[src/rtl/bp_pkg.sv]
// bp_pkg: shared types, counter encodings and saturating helpers for the branch predictor
package bp_pkg;

  localparam int DEF_INDEX_BITS = 4;

  typedef enum logic [1:0] {
    SNT = 2'b00,
    WNT = 2'b01,
    WT  = 2'b10,
    ST  = 2'b11
  } ctr_t;

  // Tag is held at its widest possible size so the struct fits any INDEX_BITS
  typedef struct packed {
    logic        valid;
    logic [29:0] tag;
    logic [31:0] target;
    ctr_t        ctr;
  } btb_entry_t;

  function automatic ctr_t sat_inc(ctr_t c);
    return (c == ST) ? ST : ctr_t'(c + 2'b01);
  endfunction

  function automatic ctr_t sat_dec(ctr_t c);
    return (c == SNT) ? SNT : ctr_t'(c - 2'b01);
  endfunction

endpackage

[src/rtl/btb_ram.sv]
// btb_ram: direct-mapped BTB storage, two async read ports and one sync write port
module btb_ram
  import bp_pkg::*;
#(
  parameter int INDEX_BITS = DEF_INDEX_BITS
) (
  input  logic                  clk,
  input  logic                  rst_n,
  input  logic [INDEX_BITS-1:0] rd_idx_a,
  output btb_entry_t            rd_a,
  input  logic [INDEX_BITS-1:0] rd_idx_b,
  output btb_entry_t            rd_b,
  input  logic                  wr_en,
  input  logic [INDEX_BITS-1:0] wr_idx,
  input  btb_entry_t            wr_data
);

  btb_entry_t mem [2**INDEX_BITS];

  // Reset clears every entry (valid and counter to zero); otherwise one write per cycle
  always_ff @(posedge clk or negedge rst_n)
    if (!rst_n)
      for (int i = 0; i < 2**INDEX_BITS; i++) mem[i] <= '0;
    else if (wr_en)
      mem[wr_idx] <= wr_data;

  assign rd_a = mem[rd_idx_a];
  assign rd_b = mem[rd_idx_b];

endmodule

[src/rtl/branch_predictor.sv]
// branch_predictor: IF-stage BTB lookup, MEM-stage training, mispredict flush and perf counters
module branch_predictor
  import bp_pkg::*;
#(
  parameter int INDEX_BITS = DEF_INDEX_BITS,
  parameter int PERF_W     = 32
) (
  input  logic              i_clk,
  input  logic              i_rst_n,
  input  logic [31:0]       i_pc_if,
  output logic              o_pred_taken,
  output logic [31:0]       o_pred_target,
  input  logic              i_update_valid,
  input  logic [31:0]       i_pc_mem,
  input  logic              i_is_jump_mem,
  input  logic              i_actual_taken,
  input  logic [31:0]       i_actual_target,
  input  logic              i_pred_taken_mem,
  input  logic [31:0]       i_pred_target_mem,
  output logic              o_mispredict,
  output logic [31:0]       o_redirect_pc,
  output logic [PERF_W-1:0] o_branch_cnt,
  output logic [PERF_W-1:0] o_mispred_cnt
);

  function automatic logic [29:0] tag_of(logic [31:0] pc);
    return 30'(pc[31:INDEX_BITS+2]);
  endfunction

  btb_entry_t e_if, e_mem, wr_data;
  logic       wr_en, hit_if, hit_mem;

  btb_ram #(.INDEX_BITS(INDEX_BITS)) u_btb (
    .clk      (i_clk),
    .rst_n    (i_rst_n),
    .rd_idx_a (i_pc_if[INDEX_BITS+1:2]),
    .rd_a     (e_if),
    .rd_idx_b (i_pc_mem[INDEX_BITS+1:2]),
    .rd_b     (e_mem),
    .wr_en    (wr_en),
    .wr_idx   (i_pc_mem[INDEX_BITS+1:2]),
    .wr_data  (wr_data)
  );

  assign hit_if        = e_if.valid && e_if.tag == tag_of(i_pc_if);
  assign hit_mem       = e_mem.valid && e_mem.tag == tag_of(i_pc_mem);
  assign o_pred_taken  = hit_if && e_if.ctr[1];
  assign o_pred_target = hit_if ? e_if.target : i_pc_if + 32'd4;
  assign o_mispredict  = i_update_valid && ((i_pred_taken_mem != i_actual_taken) ||
                         (i_actual_taken && i_pred_target_mem != i_actual_target));
  assign o_redirect_pc = i_actual_taken ? i_actual_target : i_pc_mem + 32'd4;

  // Training: hits adjust the counter/target, taken misses allocate, not-taken misses leave the BTB alone
  always_comb begin
    wr_en   = 1'b0;
    wr_data = e_mem;
    if (i_update_valid && hit_mem) begin
      wr_en          = 1'b1;
      wr_data.ctr    = i_is_jump_mem ? ST : i_actual_taken ? sat_inc(e_mem.ctr) : sat_dec(e_mem.ctr);
      wr_data.target = i_actual_taken ? i_actual_target : e_mem.target;
    end else if (i_update_valid && i_actual_taken) begin
      wr_en   = 1'b1;
      wr_data = '{valid: 1'b1, tag: tag_of(i_pc_mem), target: i_actual_target,
                  ctr: i_is_jump_mem ? ST : WT};
    end
  end

  // Saturating performance counters; they stop at all-ones instead of wrapping
  always_ff @(posedge i_clk or negedge i_rst_n)
    if (!i_rst_n) begin
      o_branch_cnt  <= '0;
      o_mispred_cnt <= '0;
    end else begin
      if (i_update_valid && !(&o_branch_cnt)) o_branch_cnt <= o_branch_cnt + 1'b1;
      if (o_mispredict && !(&o_mispred_cnt)) o_mispred_cnt <= o_mispred_cnt + 1'b1;
    end

endmodule

[config.mk]
export PLATFORM = sky130hd
export DESIGN_NAME = branch_predictor
export DESIGN_NICKNAME = d
export VERILOG_FILES = /design/src/rtl/bp_pkg.sv /design/src/rtl/btb_ram.sv /design/src/rtl/branch_predictor.sv
export SDC_FILE = /design/constraint.sdc
export NUM_CORES = 2
export LEC_CHECK = 0
export CAP_MARGIN = 30
export CORE_AREA = 2 2 371 373
export CTS_BUF_LIST = sky130_fd_sc_hd__clkbuf_8
export CTS_CLUSTER_SIZE = 24
export DETAILED_ROUTE_END_ITERATION = 6
export DIE_AREA = 0 0 373 375
export PLACE_DENSITY = 0.7
export SLEW_MARGIN = 20
export SYNTH_ARGS = -nofsm -noshare
export SYNTH_HDL_FRONTEND = slang
export SYNTH_HIERARCHICAL = 1
export SYNTH_SLANG_ARGS = --single-unit
[constraint.sdc]
create_clock -name i_clk -period 11.4 [get_ports i_clk]
set_clock_uncertainty 0.2 [all_clocks]
set_input_delay 1.71 -clock i_clk [delete_from_list [all_inputs] [get_ports i_clk]]
set_output_delay 1.71 -clock i_clk [all_outputs]
set_load 0.01 [all_outputs]
==> Yosys cells after proc, flatten, opt, wreduce, memory -nomap -nowiden <==
Cells that the tools add are included.
{ "classes": {"n_addsub": 6, "magnitude_cmp": 3, "eq_ne": 5, "muxes": 22, "bitwise": 2, "reduce_logical": 16} }
{ "ops": {"columns": ["op", "count"], "rows": [
  ["bitwise mux 1040 bit", 1],
  ["binary-select mux 65 bit (select 4 bit)", 2],
  ["2-to-1 mux 65 bit", 6],
  ["demux 65 bit (select 4 bit)", 1],
  ["2-to-1 mux 32 bit", 3],
  ["adder 32 x 1 -> 32 bit (second input constant)", 2],
  ["adder 32 x 3 -> 32 bit (second input constant)", 2],
  ["AND reduction 32 bit", 2],
  ["== test 30 x 26 -> 1 bit", 2],
  ["2-to-1 mux 34 bit", 1],
  ["!= test 32 bit", 1],
  ["2-to-1 mux 31 bit", 1],
  [">= comparator 5 bit (second input constant)", 2],
  ["logical AND 1 bit", 10],
  ["NOT 4 -> 5 bit", 2],
  ["2-to-1 mux 2 bit", 4],
  ["< comparator 5 x 1 -> 1 bit (second input constant)", 1],
  ["2-to-1 mux 1 bit", 3],
  ["adder 2 x 1 -> 2 bit (second input constant)", 1],
  ["== test 2 bit (second input constant)", 1],
  ["logical NOT 1 bit", 2],
  ["logical NOT 2 bit", 1],
  ["subtractor 2 x 1 -> 2 bit (second input constant)", 1],
  ["logical OR 1 bit", 1],
  ["!= test 1 bit", 1]
]} }
{ "totals": {"reg_bits": 1104, "in_bits": 134, "wordCells": 120} }

==> Longest topological paths before layout <==
{ "logic_depth": {"depth_word": 10, "depth_mapped": 16} }

==> Cells and area by module <==
The synthesis kept the hierarchy.
{ "by_module_without_submodules": {"columns": ["mod", "instances", "cells_per_inst", "area_each_um2", "seq_area_each_um2"], "rows": [
  ["btb_ram", 1, 3373, 53929.2, 26025.0],
  ["branch_predictor", 1, 785, 6851.6, 1601.5]
]} }

==> Least setup slack after synthesis <==
Ideal clock, no wire load.
{ "synth_timing": {"path_type": "in2out", "start": "input i_pc_if[2]", "end": "output o_pred_target[10]", "arrival_time_ns": 4.764, "required_time_ns": 9.490, "path_slack_ns": 4.726, "cell_stages": 14, "path_buffers": 5, "cell_sequence": "buf_2 > buf_2 > buf_2 > mux4_2 > a22oi_1 > nand2_1 > inv_1 > o22ai_1 > a2111oi_2 > nand4_1 > or4_1 > buf_6 > buf_12 > mux2_4"} }
{ "synth_lines": {"columns": ["item", "line_no", "rtl"], "rows": [
  ["start, declared", "branch_predictor.sv:10", "input logic [31:0] i_pc_if,"],
  ["end, declared", "branch_predictor.sv:12", "output logic [31:0] o_pred_target,"]
]} }

==> flow_summary.yaml <==
final_layout:
  final_layout_size_suffix_gt1_share_pct: 46.2
  nFillCells: 11400
  fin_nets: 4462
  seq_area_mm2: 0.0276
  area_delta_synth_final_pct: 13.5
  multiInputGateArea_mm2: 0.0313
global_routing:
  antenna_found_initial: 21
  grt_usage_pct: 27.8
  grt_pass1_wl_mm: 285
  grt-ovfl-total: 0
  grt_max_degree: 161
  grt_pass1_vias: 41400
logic_synthesis:
  synth_cells: 4151
  synth_area_per_cell_um2: 14.6
  ys.warnings.count: 6
  syn-num-nets: 4289
  synth_area_mm2: 0.0607
power:
  finalPower_w: 0.0103
  power.share.sequential_pct: 45.6
  vdd_drop_max_mv: 0.0973
  power.density_mw_per_mm2: 149
  internal_power_w: 0.00735
  switching_share_pct: 28.5
  pwr-share-clk_pct: 35.9
  switching_power_w: 0.00293
  power.leakage_nw: 30.9
  combPwrFrac_pct: 18.5
placement:
  globalplace.congestion: 0.895
  io_buffers: 263
  dp_hpwl_mm: 120
sta:
  rsz0062_at_grt: "false"
  final_hold_viol_count: 0
  period_share_pct: 77.1
  report.final.slew_viol_count: 0
  whs_ns: 0.304
  period_needed_ns: 8.79
  fin_tns_setup_ns: 0
  fmax_ghz: 0.114
  setup_viol: 0
  slew_headroom_pct: 27.2
  tightest_slew_ns: 1.09
outcome:
  status: "finished, violations left"
  failed_checks: "DRC"
detailed_routing:
  firstDrtPassIters: 7
  viasPerCell: 6.52
  drcViolationCount: 2
  drtIter0Drc: 4464
  vias: 40800
  wirelength_mm: 195
  ant_nets: 0
  wl_per_cell_um: 31.1
worst_setup_path:
  crit_slowest_cell: "or4_4"
  path_max_fanout: 34
  worst-endpoint-arrival_ns: 6.88
  cp_num_buf_inv: 3
  worstSetupPathType: "input pin to primary output"
  crit_chain: "clkdlybuf4s50_1 -> nor2b_4 -> buf_4 -> a22oi_1 -> nand2_1 -> and2b_2 -> o21ai_0 -> a2111oi_2 -> nand4_1 -> or4_4 -> mux2_4 -> clkdlybuf4s50_1"
  startpoint_type: "input pin"
  crit_family: "simple AND/OR/NAND/NOR gates"
  path_depth: 12
  slowest_delay_ns: 0.94
  end_kind: "primary output"
  path_common_cell: "clkdlybuf4s50_1"
  worstPathRequired_ns: 9.49
  r2r_cells: 12
floorplanning:
  dieArea_mm2: 0.140
  fp.coreArea_mm2: 0.136
  rows: 136
  initial_core_util_pct: 44.5
  ios: 264
  chipWidth_um: 373
  die_h_um: 375
clocking:
  cts_sinks: 1104
  numCtsBuffers: 185
  cts-hold-fix-buffers: 0
  cts_resized: 0
  cts_tree: "yes"
  clockBufferDepth: 3
  clk_latency_ns: 0.92
  clkTransAtPathRegs_ns: 0.06
  htreeDepth: 4
  root_buffer: "clkbuf_8"
  post_cts_buffers: 0
hold_path:
  worst_hold_path_type: "flop to flop"
  whs_path_depth: 1
run:
  max_cap_viol_count: 0
## final timing paths
path	start	to	slack [ns]
max	i_pc_if[4]	o_pred_target[3]	2.61
min	u_btb/mem[325]	u_btb/mem[325]	0.30
max reg2reg	u_btb/mem[1034]	u_btb/mem[761]	5.61
min reg2reg	u_btb/mem[325]	u_btb/mem[325]	0.30
max in group asynchronous	i_rst_n	u_btb/mem[833]	8.09
min in group asynchronous	i_rst_n	o_branch_cnt[20]	0.63
## cells in the final DEF (no fill, tap or decap), drive strengths merged, types with 12 or more instances in the layout
| master | count |
|---|---|
| nor4 | 23 |
| buf | 106 |
| and4 | 12 |
| xor2 | 123 |
| inv | 71 |
| mux2 | 1135 |
| dfrtp | 1104 |
| nor3 | 40 |
| a22oi | 258 |
| nor2 | 50 |
| clkbuf | 240 |
| clkinv | 21 |
| clkdlybuf4s50 | 257 |
| mux4 | 516 |
| nand2 | 219 |
| and3 | 16 |
| nand3 | 38 |
| xnor2 | 78 |
| o21ai | 29 |
| nand4 | 49 |
## power by group through the flow
| stage | logic (W) | registers, W | clock network [W] |
|---|---|---|---|
| global placement | 0.00184 | 0.00471 | 0 |
| global route | 0.00201 | 0.00475 | 0.00393 |
| detailed placement | 0.00187 | 0.00475 | 0 |
| CTS | 0.00188 | 0.00468 | 0.00375 |
| finish | 0.00190 | 0.00469 | 0.00369 |
| floorplan | 0.00126 | 0.00465 | 0 |
## state kept, by name, indices dropped and copies added, names as in the netlist
signal         cells
o_branch_cnt      32
o_mispred_cnt     32
u_btb/mem       1040
## per-stage QoR
step	setup WS (ns)	cell area (um2)	utilization [%]	cells
2_1_floorplan	4.73	60700	-	4151
4_1_cts	2.76	68700	50.4	6247
3_5_place_dp	2.77	64800	47.6	5920
5_1_grt	2.59	68900	50.5	6261
6_report	2.61	68900	50.5	6263
3_3_place_gp	2.84	64700	47.5	5914
## cell type report
type,instances,area share [%]
multi-input cells,2654,45.5
flip-flops and latches,1104,40.1
repair buffers,366,5.46
clock buffers,237,4.74
well taps,1794,3.26
clock inverters,90,0.860
inverters,13,0.0709
diodes,5,0.0182
## worst register-to-register path: cells and delay by family, from the launching register on
| family | cells | cell delay, ns |
|---|---|---|
| compound gates | 1 | 0.25 |
| flops | 1 | 0.40 |
| simple gates | 7 | 2.57 |
| xor+xnor | 1 | 0.41 |
| mux | 2 | 0.95 |
| buf+inv | 1 | 0.88 |
## per-layer routing
metal  vias to the layer above  global-route usage, %  share of wire (%)
met5                         -                      0              0.047
met3                       423                   9.45                 12
met1                     21800                   37.9                 40
met2                      2246                   41.0                 44
met4                        14                   10.7                3.5
li1                      16300                      -                  -
No activity file was read; power rests on OpenSTA's default activity.
